==> src/rtl/fl_checkpoint_ctrl.sv <==
// fl_checkpoint_ctrl: branch checkpoint controller for the physical-register
// free list. Gates allocation/freeing, records the free list read pointer per
// in-flight branch, and on a mispredict drives a one-cycle restore while
// squashing the mispredicted checkpoint and all younger ones.
//
// Ports:
//   clk, reset                     clock, synchronous active-high reset
//   alloc_en, branch_valid         rename requests (register / checkpoint)
//   free_en, free_tag              retire frees one register
//   resolve_valid/_tag/_mispredict branch resolution
//   fl_r_ptr, fl_w_ptr, fl_list    free list state
//   fl_empty                       free list empty flag
//   fl_read_en, fl_write_en        free list pop / push strobes
//   fl_data_in                     register pushed back to the free list
//   fl_mispredict                  free list restore strobe (registered)
//   fl_re_r_ptr, fl_re_w_ptr       restore pointers
//   fl_re_list                     restore list image
//   ckpt_tag, ckpt_ready           tag for the next branch, slot available
//   ckpt_count                     number of valid checkpoints
//   rename_stall, recover_busy     rename hold, restore in progress
module fl_checkpoint_ctrl #(
  parameter int unsigned DEPTH    = 96,
  parameter int unsigned NUM_CKPT = 4,
  parameter int unsigned TAG_W    = $clog2(NUM_CKPT)
) (
  input  logic                               clk,
  input  logic                               reset,
  input  logic                               alloc_en,
  input  logic                               branch_valid,
  input  logic                               free_en,
  input  logic [6:0]                         free_tag,
  input  logic                               resolve_valid,
  input  logic [TAG_W-1:0]                   resolve_tag,
  input  logic                               resolve_mispredict,
  input  logic [6:0]                         fl_r_ptr,
  input  logic [6:0]                         fl_w_ptr,
  input  logic [DEPTH-1:0][6:0]              fl_list,
  input  logic                               fl_empty,
  output logic                               fl_read_en,
  output logic                               fl_write_en,
  output logic [6:0]                         fl_data_in,
  output logic                               fl_mispredict,
  output logic [6:0]                         fl_re_r_ptr,
  output logic [6:0]                         fl_re_w_ptr,
  output logic [DEPTH-1:0][6:0]              fl_re_list,
  output logic [TAG_W-1:0]                   ckpt_tag,
  output logic                               ckpt_ready,
  output logic [$clog2(NUM_CKPT+1)-1:0]      ckpt_count,
  output logic                               rename_stall,
  output logic                               recover_busy
);

  localparam int unsigned PTR_W = 7;
  localparam int unsigned CNT_W = $clog2(NUM_CKPT+1);

  typedef enum logic {ST_IDLE = 1'b0, ST_RESTORE = 1'b1} state_e;

  state_e                               state_q, state_d;
  logic [NUM_CKPT-1:0]                  valid_q, valid_d;
  logic [NUM_CKPT-1:0][PTR_W-1:0]       ptr_q, ptr_d;
  logic [NUM_CKPT-1:0][NUM_CKPT-1:0]    mask_q, mask_d;
  logic [PTR_W-1:0]                     re_r_ptr_q, re_r_ptr_d;
  logic                                 res_hit;
  logic [PTR_W-1:0]                     saved_ptr;

  // Pointer advance with wrap at DEPTH-1.
  function automatic logic [PTR_W-1:0] ptr_inc(input logic [PTR_W-1:0] p,
                                               input logic inc);
    if (!inc) return p;
    if (32'(p) == DEPTH - 1) return '0;
    return p + PTR_W'(1);
  endfunction

  // Lowest free checkpoint and population count of valid slots.
  always_comb begin
    ckpt_tag   = '0;
    ckpt_count = '0;
    for (int i = int'(NUM_CKPT) - 1; i >= 0; i--) begin
      if (!valid_q[i]) ckpt_tag = TAG_W'(i);
      ckpt_count = ckpt_count + CNT_W'(valid_q[i]);
    end
  end

  assign recover_busy  = (state_q == ST_RESTORE);
  assign fl_mispredict = (state_q == ST_RESTORE);
  assign fl_re_r_ptr   = re_r_ptr_q;
  assign ckpt_ready    = ~(&valid_q) & ~recover_busy;
  assign rename_stall  = (alloc_en & fl_empty) | (branch_valid & ~ckpt_ready) | recover_busy;
  assign fl_read_en    = alloc_en & ~rename_stall;
  // A free arriving during restore is folded into the restore image instead.
  assign fl_write_en   = free_en & ~recover_busy;
  assign fl_data_in    = free_tag;
  assign saved_ptr     = ptr_inc(fl_r_ptr, fl_read_en);
  assign res_hit       = resolve_valid && (32'(resolve_tag) < NUM_CKPT) && valid_q[resolve_tag];

  // Restore image: current free list plus any free landing in the restore cycle.
  always_comb begin
    fl_re_w_ptr = fl_w_ptr;
    fl_re_list  = fl_list;
    if (recover_busy) begin
      fl_re_w_ptr = ptr_inc(fl_w_ptr, free_en);
      if (free_en && (32'(fl_w_ptr) < DEPTH)) fl_re_list[fl_w_ptr] = free_tag;
    end
  end

  // Next-state: checkpoint bookkeeping and IDLE/RESTORE sequencing.
  always_comb begin
    state_d    = state_q;
    valid_d    = valid_q;
    ptr_d      = ptr_q;
    mask_d     = mask_q;
    re_r_ptr_d = re_r_ptr_q;
    case (state_q)
      ST_IDLE: begin
        if (res_hit && !resolve_mispredict) begin
          valid_d[resolve_tag] = 1'b0;
          for (int j = 0; j < int'(NUM_CKPT); j++) mask_d[j][resolve_tag] = 1'b0;
        end
        if (res_hit && resolve_mispredict) begin
          // Squash the branch and every checkpoint allocated after it.
          for (int j = 0; j < int'(NUM_CKPT); j++) begin
            if ((TAG_W'(j) == resolve_tag) || mask_q[j][resolve_tag]) valid_d[j] = 1'b0;
          end
          re_r_ptr_d = ptr_q[resolve_tag];
          state_d    = ST_RESTORE;
        end else if (branch_valid && !rename_stall) begin
          // valid_d already excludes a same-cycle correct resolve.
          mask_d[ckpt_tag]  = valid_d;
          ptr_d[ckpt_tag]   = saved_ptr;
          valid_d[ckpt_tag] = 1'b1;
        end
      end
      ST_RESTORE: state_d = ST_IDLE;
      default:    state_d = ST_IDLE;
    endcase
  end

  always_ff @(posedge clk) begin
    if (reset) begin
      state_q    <= ST_IDLE;
      valid_q    <= '0;
      ptr_q      <= '0;
      mask_q     <= '0;
      re_r_ptr_q <= '0;
    end else begin
      state_q    <= state_d;
      valid_q    <= valid_d;
      ptr_q      <= ptr_d;
      mask_q     <= mask_d;
      re_r_ptr_q <= re_r_ptr_d;
    end
  end

endmodule

==> config.mk <==
export PLATFORM = sky130hd
export DESIGN_NAME = fl_checkpoint_ctrl
export DESIGN_NICKNAME = d
export VERILOG_FILES = /design/src/rtl/fl_checkpoint_ctrl.sv
export SDC_FILE = /design/constraint.sdc
export NUM_CORES = 1
export LEC_CHECK = 0
export CAP_MARGIN = 10
export CORE_AREA = 10 10 540 542
export CTS_BUF_LIST = sky130_fd_sc_hd__clkbuf_4
export CTS_CLUSTER_DIAMETER = 150
export DETAILED_ROUTE_END_ITERATION = 10
export DIE_AREA = 0 0 550 552
export PLACE_DENSITY = 0.3
export SLEW_MARGIN = 20
export SYNTH_ARGS = -nofsm -noshare
export SYNTH_HDL_FRONTEND = slang
export SYNTH_SLANG_ARGS = --single-unit
==> constraint.sdc <==
create_clock -name clk -period 4.7 [get_ports clk]
set_clock_uncertainty 0.1 [all_clocks]
set_input_delay 0.705 -clock clk [delete_from_list [all_inputs] [get_ports clk]]
set_output_delay 0.705 -clock clk [all_outputs]
set_load 0.02 [all_outputs]
Yosys cells after proc, flatten, opt, wreduce, memory -nomap -nowiden
Cells that the tools add are included.
{"block": "op_classes", "addsub": 5, "eq_ne": 5, "reduce_logical": 18, "n_mux": 61, "order_cmp": 7, "bitwise": 19}
{"operator": "two-way mux 672 bit", "count": 2}
{"operator": "bitwise mux 672 bit", "count": 1}
{"operator": "two-way mux 7 bit", "count": 12}
{"operator": "two-way mux 16 bit", "count": 4}
{"operator": "demux 7 bit (select 7 bit)", "count": 1}
{"operator": "bitwise mux 28 bit", "count": 1}
{"operator": "bitwise AND 4 bit", "count": 5}
{"operator": "two-way mux 4 bit", "count": 5}
{"operator": "two-way mux 1 bit", "count": 19}
{"operator": "bitwise mux 16 bit", "count": 1}
{"operator": "adder 7 x 1 -> 7 bit (second input constant)", "count": 2}
{"operator": "binary-select mux 7 bit (select 2 bit)", "count": 1}
{"operator": "demux 7 bit (select 2 bit)", "count": 1}
{"operator": "== test 7 bit (second input constant)", "count": 2}
{"operator": "binary-select mux 1 bit (select 2 bit)", "count": 5}
{"operator": "demux 4 bit (select 2 bit)", "count": 1}
{"operator": "logical AND 1 bit", "count": 8}
{"operator": "< comparator 7 x 8 -> 1 bit (second input constant)", "count": 1}
{"operator": "two-way mux 2 bit", "count": 4}
{"operator": ">= comparator 7 x 1 -> 1 bit (second input constant)", "count": 1}
{"operator": "< comparator 7 bit (second input constant)", "count": 1}
{"operator": "< comparator 2 x 3 -> 1 bit (second input constant)", "count": 2}
{"operator": "bitwise AND 1 bit", "count": 5}
{"operator": "inverter 1 bit", "count": 5}
{"operator": "17 further kinds", "count": 25}
{"block": "totals", "regBits": 56, "word_cells": 126, "in_bits": 703}

Depth between registers and ports, before layout
{"block": "logic_depth", "depth_word": 14, "ltp_mapped": 7}

Worst setup path before layout
No wires, ideal clock.
{"block": "synth_path", "kind": "input port to output port", "start": "input fl_w_ptr[2]", "end": "output fl_re_list[400] (netlist bit)", "slack_ns": 1.562, "path_stages": 5, "t_arrival_ns": 2.333, "cell_sequence": "buf_2 > or3b_2 > or3_4 > nor2_4 > mux2_2"}
{"element": "start, declared", "line_no": "36", "rtl": "input logic [6:0] fl_w_ptr,"}
{"element": "end, declared", "line_no": "45", "rtl": "output logic [DEPTH-1:0][6:0] fl_re_list,"}

==> impl_metrics.env <==
export IMPL_synth_sequential_area_ratio=0.0875
export IMPL_period_needed_ns=4.50
export IMPL_postLayoutCoreUtil=0.122
export IMPL_initial_utilization=0.0423
export IMPL_power_ir_vdd_worst_mv=0.0874
export IMPL_worst_hold_path_type="register to register"
export IMPL_rsz0062_at_grt="false"
export IMPL_cp_num_cells=7
export IMPL_grt_pass1_vias=19500
export IMPL_globalRouteTotalUtil=0.178
export IMPL_clkTransAtPathRegs_ns=0.17
export IMPL_worst_endpoint_required_ns=3.89
export IMPL_totalWireLength_um=286000
export IMPL_crit_type="primary input to output port"
export IMPL_clock_insertion_delay_worst_skew_ns=0.38
export IMPL_cp_data_arrival_time_ns=3.69
export IMPL_timing_critical_path_fanout_max=10
export IMPL_final_fill_count=32000
export IMPL_syn_inst=1300
export IMPL_fin_worst_hold_slack_ns=0.383
export IMPL_num_vias=18800
export IMPL_timing_slew_headroom=0.358
export IMPL_postSynth_asyncResetShare=0
export IMPL_netlist_top_cells_area="sky130_fd_sc_hd__mux2_2, sky130_fd_sc_hd__dfxtp_1, sky130_fd_sc_hd__clkbuf_1, sky130_fd_sc_hd__nand2_2, sky130_fd_sc_hd__nand2_1"
export IMPL_ys_types=67
export IMPL_timing_critical_path_to="fl_re_list[621]"
export IMPL_ctsHtreeMaxLevel=2
export IMPL_antenna_found_initial=175
export IMPL_sequential_cell_area_sq_mm=0.00104
export IMPL_buffer_ports_inserted=1406
export IMPL_via_density=2.91
export IMPL_cts_buffers=5
export IMPL_grt_remaining_overflow=0
export IMPL_io_pins=1407
export IMPL_routed_wire_length_per_instance_um=44.1
export IMPL_tritoncts="done"
export IMPL_critical_path_endpoint_type="output port"
export IMPL_period_share=0.957
export IMPL_synthesis_stage_register_bit_count=52
export IMPL_r2r_start="valid_q[2]"
export IMPL_ctsRootBufferMaster="sky130_fd_sc_hd__clkbuf_4"
export IMPL_ff2ff_setup_slack_ns=2.27
export IMPL_clock_tree_buffer_depth=2
export IMPL_multi_input_comb_area_sq_mm=0.0103
export IMPL_grt_pass1_wl_um=334000
export IMPL_run_status="completed"
export IMPL_nets=3417
export IMPL_grt_start_max_net_pins=55
export IMPL_drtIter0Drc=1353
export IMPL_critical_path_most_common_cell="sky130_fd_sc_hd__clkdlybuf4s50_1"
export IMPL_drc=0
export IMPL_maxCapViolations=0
export IMPL_most_common_flop_cell_mapped_by_yosys="sky130_fd_sc_hd__dfxtp_1"
export IMPL_synth_top_cell_by_area="sky130_fd_sc_hd__mux2_2"
export IMPL_timing_rr_end="ptr_q[19]"
export IMPL_cts_num_sinks=52
export IMPL_setup_worst_path_start="fl_w_ptr[5]"
export IMPL_leakage_nw=12.1
export IMPL_worst_slew_pin_transition_ns=0.952
export IMPL_synth_top_cell_area_share=0.599
export IMPL_syn_cell_area_sq_mm=0.0119
export IMPL_floorplan_die_area_sq_mm=0.304
export IMPL_final_common_cell="sky130_fd_sc_hd__clkdlybuf4s50_1"
export IMPL_most_common_layout_cells="sky130_fd_sc_hd__clkdlybuf4s50_1, sky130_fd_sc_hd__mux2_2, sky130_fd_sc_hd__buf_12"
export IMPL_max_freq_ghz=0.222
export IMPL_layout_area_overhead_vs_synth_pct=188
export IMPL_gp_congestion=0.884
export IMPL_worst_hold_path_num_cells=2
export IMPL_detailedRoute_firstPassIterationCount=7
export IMPL_synth_edff_count=0
export IMPL_fp_dieW_um=550
export IMPL_power_per_unit_of_standard_cell_area_mw_per_mm2=122
export IMPL_die_height_um=552
export IMPL_worst_r2r_path_depth=4
export IMPL_placeable_core_region_sq_mm=0.281
export IMPL_layout_drive_gt1_share=0.526
export IMPL_synth_warnings=0
export IMPL_critPathTopFamily="buffers and inverters"
export IMPL_final_hold_viol_count=0
export IMPL_cp_start_kind="primary input"
export IMPL_cts_hold_fix_buffers=0
export IMPL_critical_path_max_stage_delay_ns=0.66
export IMPL_cpMaxStageDelayCell="sky130_fd_sc_hd__clkdlybuf4s50_1"
export IMPL_timing_critical_path_cells="clkdlybuf4s50_1 -> and4b_1 -> nand3_2 -> nor2_2 -> buf_4 -> mux2_2 -> clkdlybuf4s50_1"
export IMPL_route_antenna_remaining_nets=0
export IMPL_post_synth_cell_area_avg_sq_um=9.15
export IMPL_row_count=195
export IMPL_synth_fp_nets=2009
export IMPL_cp_num_buf_inv=3
export IMPL_setup_violations=0
export IMPL_drv_slew=0
export IMPL_sum_of_net_half_perimeters_after_detailed_placement_um=261000
==> Yosys cell counts, types with 3 or more instances <==
| library cell | n |
|---|---|
| sky130_fd_sc_hd__ha_1 | 5 |
| sky130_fd_sc_hd__a31oi_1 | 18 |
| sky130_fd_sc_hd__nor3_4 | 3 |
| sky130_fd_sc_hd__mux2_2 | 633 |
| sky130_fd_sc_hd__clkbuf_1 | 102 |
| sky130_fd_sc_hd__nor3b_1 | 4 |
| sky130_fd_sc_hd__o211ai_1 | 11 |
| sky130_fd_sc_hd__nor2_2 | 25 |
| sky130_fd_sc_hd__o21ai_0 | 32 |
| sky130_fd_sc_hd__buf_4 | 11 |
| sky130_fd_sc_hd__nand3b_1 | 4 |
| sky130_fd_sc_hd__o32ai_1 | 4 |
| sky130_fd_sc_hd__nor2_1 | 20 |
| sky130_fd_sc_hd__or3_1 | 3 |
| sky130_fd_sc_hd__nor2b_1 | 6 |
| sky130_fd_sc_hd__nand2b_1 | 4 |
| sky130_fd_sc_hd__dfxtp_1 | 52 |
| sky130_fd_sc_hd__o31ai_1 | 3 |
| sky130_fd_sc_hd__and4_1 | 3 |
| sky130_fd_sc_hd__xor2_1 | 3 |
| sky130_fd_sc_hd__nand4_1 | 8 |
| sky130_fd_sc_hd__o2bb2ai_1 | 7 |
| sky130_fd_sc_hd__buf_2 | 16 |
| sky130_fd_sc_hd__a211oi_1 | 25 |
| sky130_fd_sc_hd__nand3_2 | 5 |
| sky130_fd_sc_hd__nand2_1 | 62 |
| sky130_fd_sc_hd__mux2i_1 | 7 |
| sky130_fd_sc_hd__mux2_1 | 15 |
| sky130_fd_sc_hd__nor3_1 | 6 |
| sky130_fd_sc_hd__nand2_2 | 40 |
| sky130_fd_sc_hd__a22oi_1 | 3 |
| sky130_fd_sc_hd__and3b_1 | 4 |
| sky130_fd_sc_hd__nand3_1 | 43 |
| sky130_fd_sc_hd__inv_1 | 16 |
| sky130_fd_sc_hd__a21oi_1 | 32 |
| sky130_fd_sc_hd__o311ai_0 | 4 |
| sky130_fd_sc_hd__buf_1 | 3 |
| sky130_fd_sc_hd__o22ai_1 | 10 |
| sky130_fd_sc_hd__mux4_2 | 7 |
| sky130_fd_sc_hd__and3_1 | 6 |
==> cell families (layout without fill, tap and decap cells) <==
kind of cell | count (synthesis) | after routing | share of synthesized area
other cells | 0 | 34 | 0
flops | 52 | 52 | 0.0875
xor+xnor | 5 | 5 | 0.00368
simple gates | 265 | 265 | 0.128
mux | 662 | 662 | 0.633
compound gates | 161 | 161 | 0.0886
fa+ha+maj | 6 | 6 | 0.00694
buf+inv | 149 | 1556 | 0.0522
==> worst min-delay path by stage <==
stage / startpoint / to / slack (ns)
final: ptr_q[10] / ptr_q[10] / 0.38
after global routing: ptr_q[3] / ptr_q[3] / 0.41
after CTS: ptr_q[10] / ptr_q[10] / 0.38
after detailed placement: ptr_q[10] / ptr_q[10] / 0.36
after global placement: ptr_q[10] / ptr_q[10] / 0.36
after floorplan: ptr_q[17] / ptr_q[17] / 0.34
==> timing repair <==
| item | 4_1_cts | 5_1_grt |
|---|---|---|
| endpoints found under the setup margin | 9 | 8 |
| gates resized for setup | 3 | 1 |
| buffers inserted | 0 | 1 |
| pin swaps | 0 | 1 |
==> where the power goes <==
| part | leakage (nW) | total (W) | switching, W | internal, W |
|---|---|---|---|---|
| logic | 11.6 | 0.00345 | 0.00186 | 0.00159 |
| registers | 0.422 | 0.000462 | 0.00000973 | 0.000452 |
| clock network | 0.0374 | 0.000266 | 0.000160 | 0.000107 |
==> sequential cells by signal, summed over array words and instances, names as in the netlist <==
name / count
fl_mispredict: 1
valid_q: 4
fl_re_r_ptr: 7
ptr_q: 28
mask_q: 12
==> stage by stage <==
| stage | setup slack (ns) | total power [W] | TNS (ns) | cells | cell area, sq um |
|---|---|---|---|---|---|
| 6_report | 0.202 | 0.00418 | 0 | 6484 | 34200 |
| 5_1_grt | 0.0669 | 0.00434 | 0 | 6455 | 34100 |
| 4_1_cts | 0.0323 | 0.00426 | 0 | 6449 | 34100 |
| 3_5_place_dp | -0.160 | 0.00397 | -0.688 | 6443 | 34000 |
| 3_3_place_gp | -0.168 | 0.00399 | -0.750 | 6443 | 34000 |
| 2_1_floorplan | 1.56 | 0.00135 | 0 | 1300 | 11900 |
==> worst reg2reg max path, delay by kind of cell (launching register included) <==
family | cells | cell delay [ns]
AND/OR/NAND/NOR | 1 | 0.27
AO/OA/AOI/OAI | 2 | 1.09
flip-flops | 1 | 0.52
multiplexers | 1 | 0.38
==> cell type report <==
| class | count | area share |
|---|---|---|
| Sequential cell | 52 | 0.0305 |
| Clock buffer | 5 | 0.00110 |
| Timing Repair Buffer | 1533 | 0.526 |
| Tap cell | 3743 | 0.137 |
| Multi-Input combinational cell | 1099 | 0.300 |
| Clock inverter | 1 | 0.000877 |
| Inverter | 17 | 0.00186 |
| Antenna cell | 34 | 0.00249 |
==> layer usage <==
metal  vias up  global-route usage  share of wire
li1       7748                   -              -
met1      9391               0.198           0.38
met2      1348               0.293           0.45
met3       287               0.122           0.16
met4        70             0.00883         0.0094
met5         -                   0         0.0017
Power figures use the tool's default switching activity.
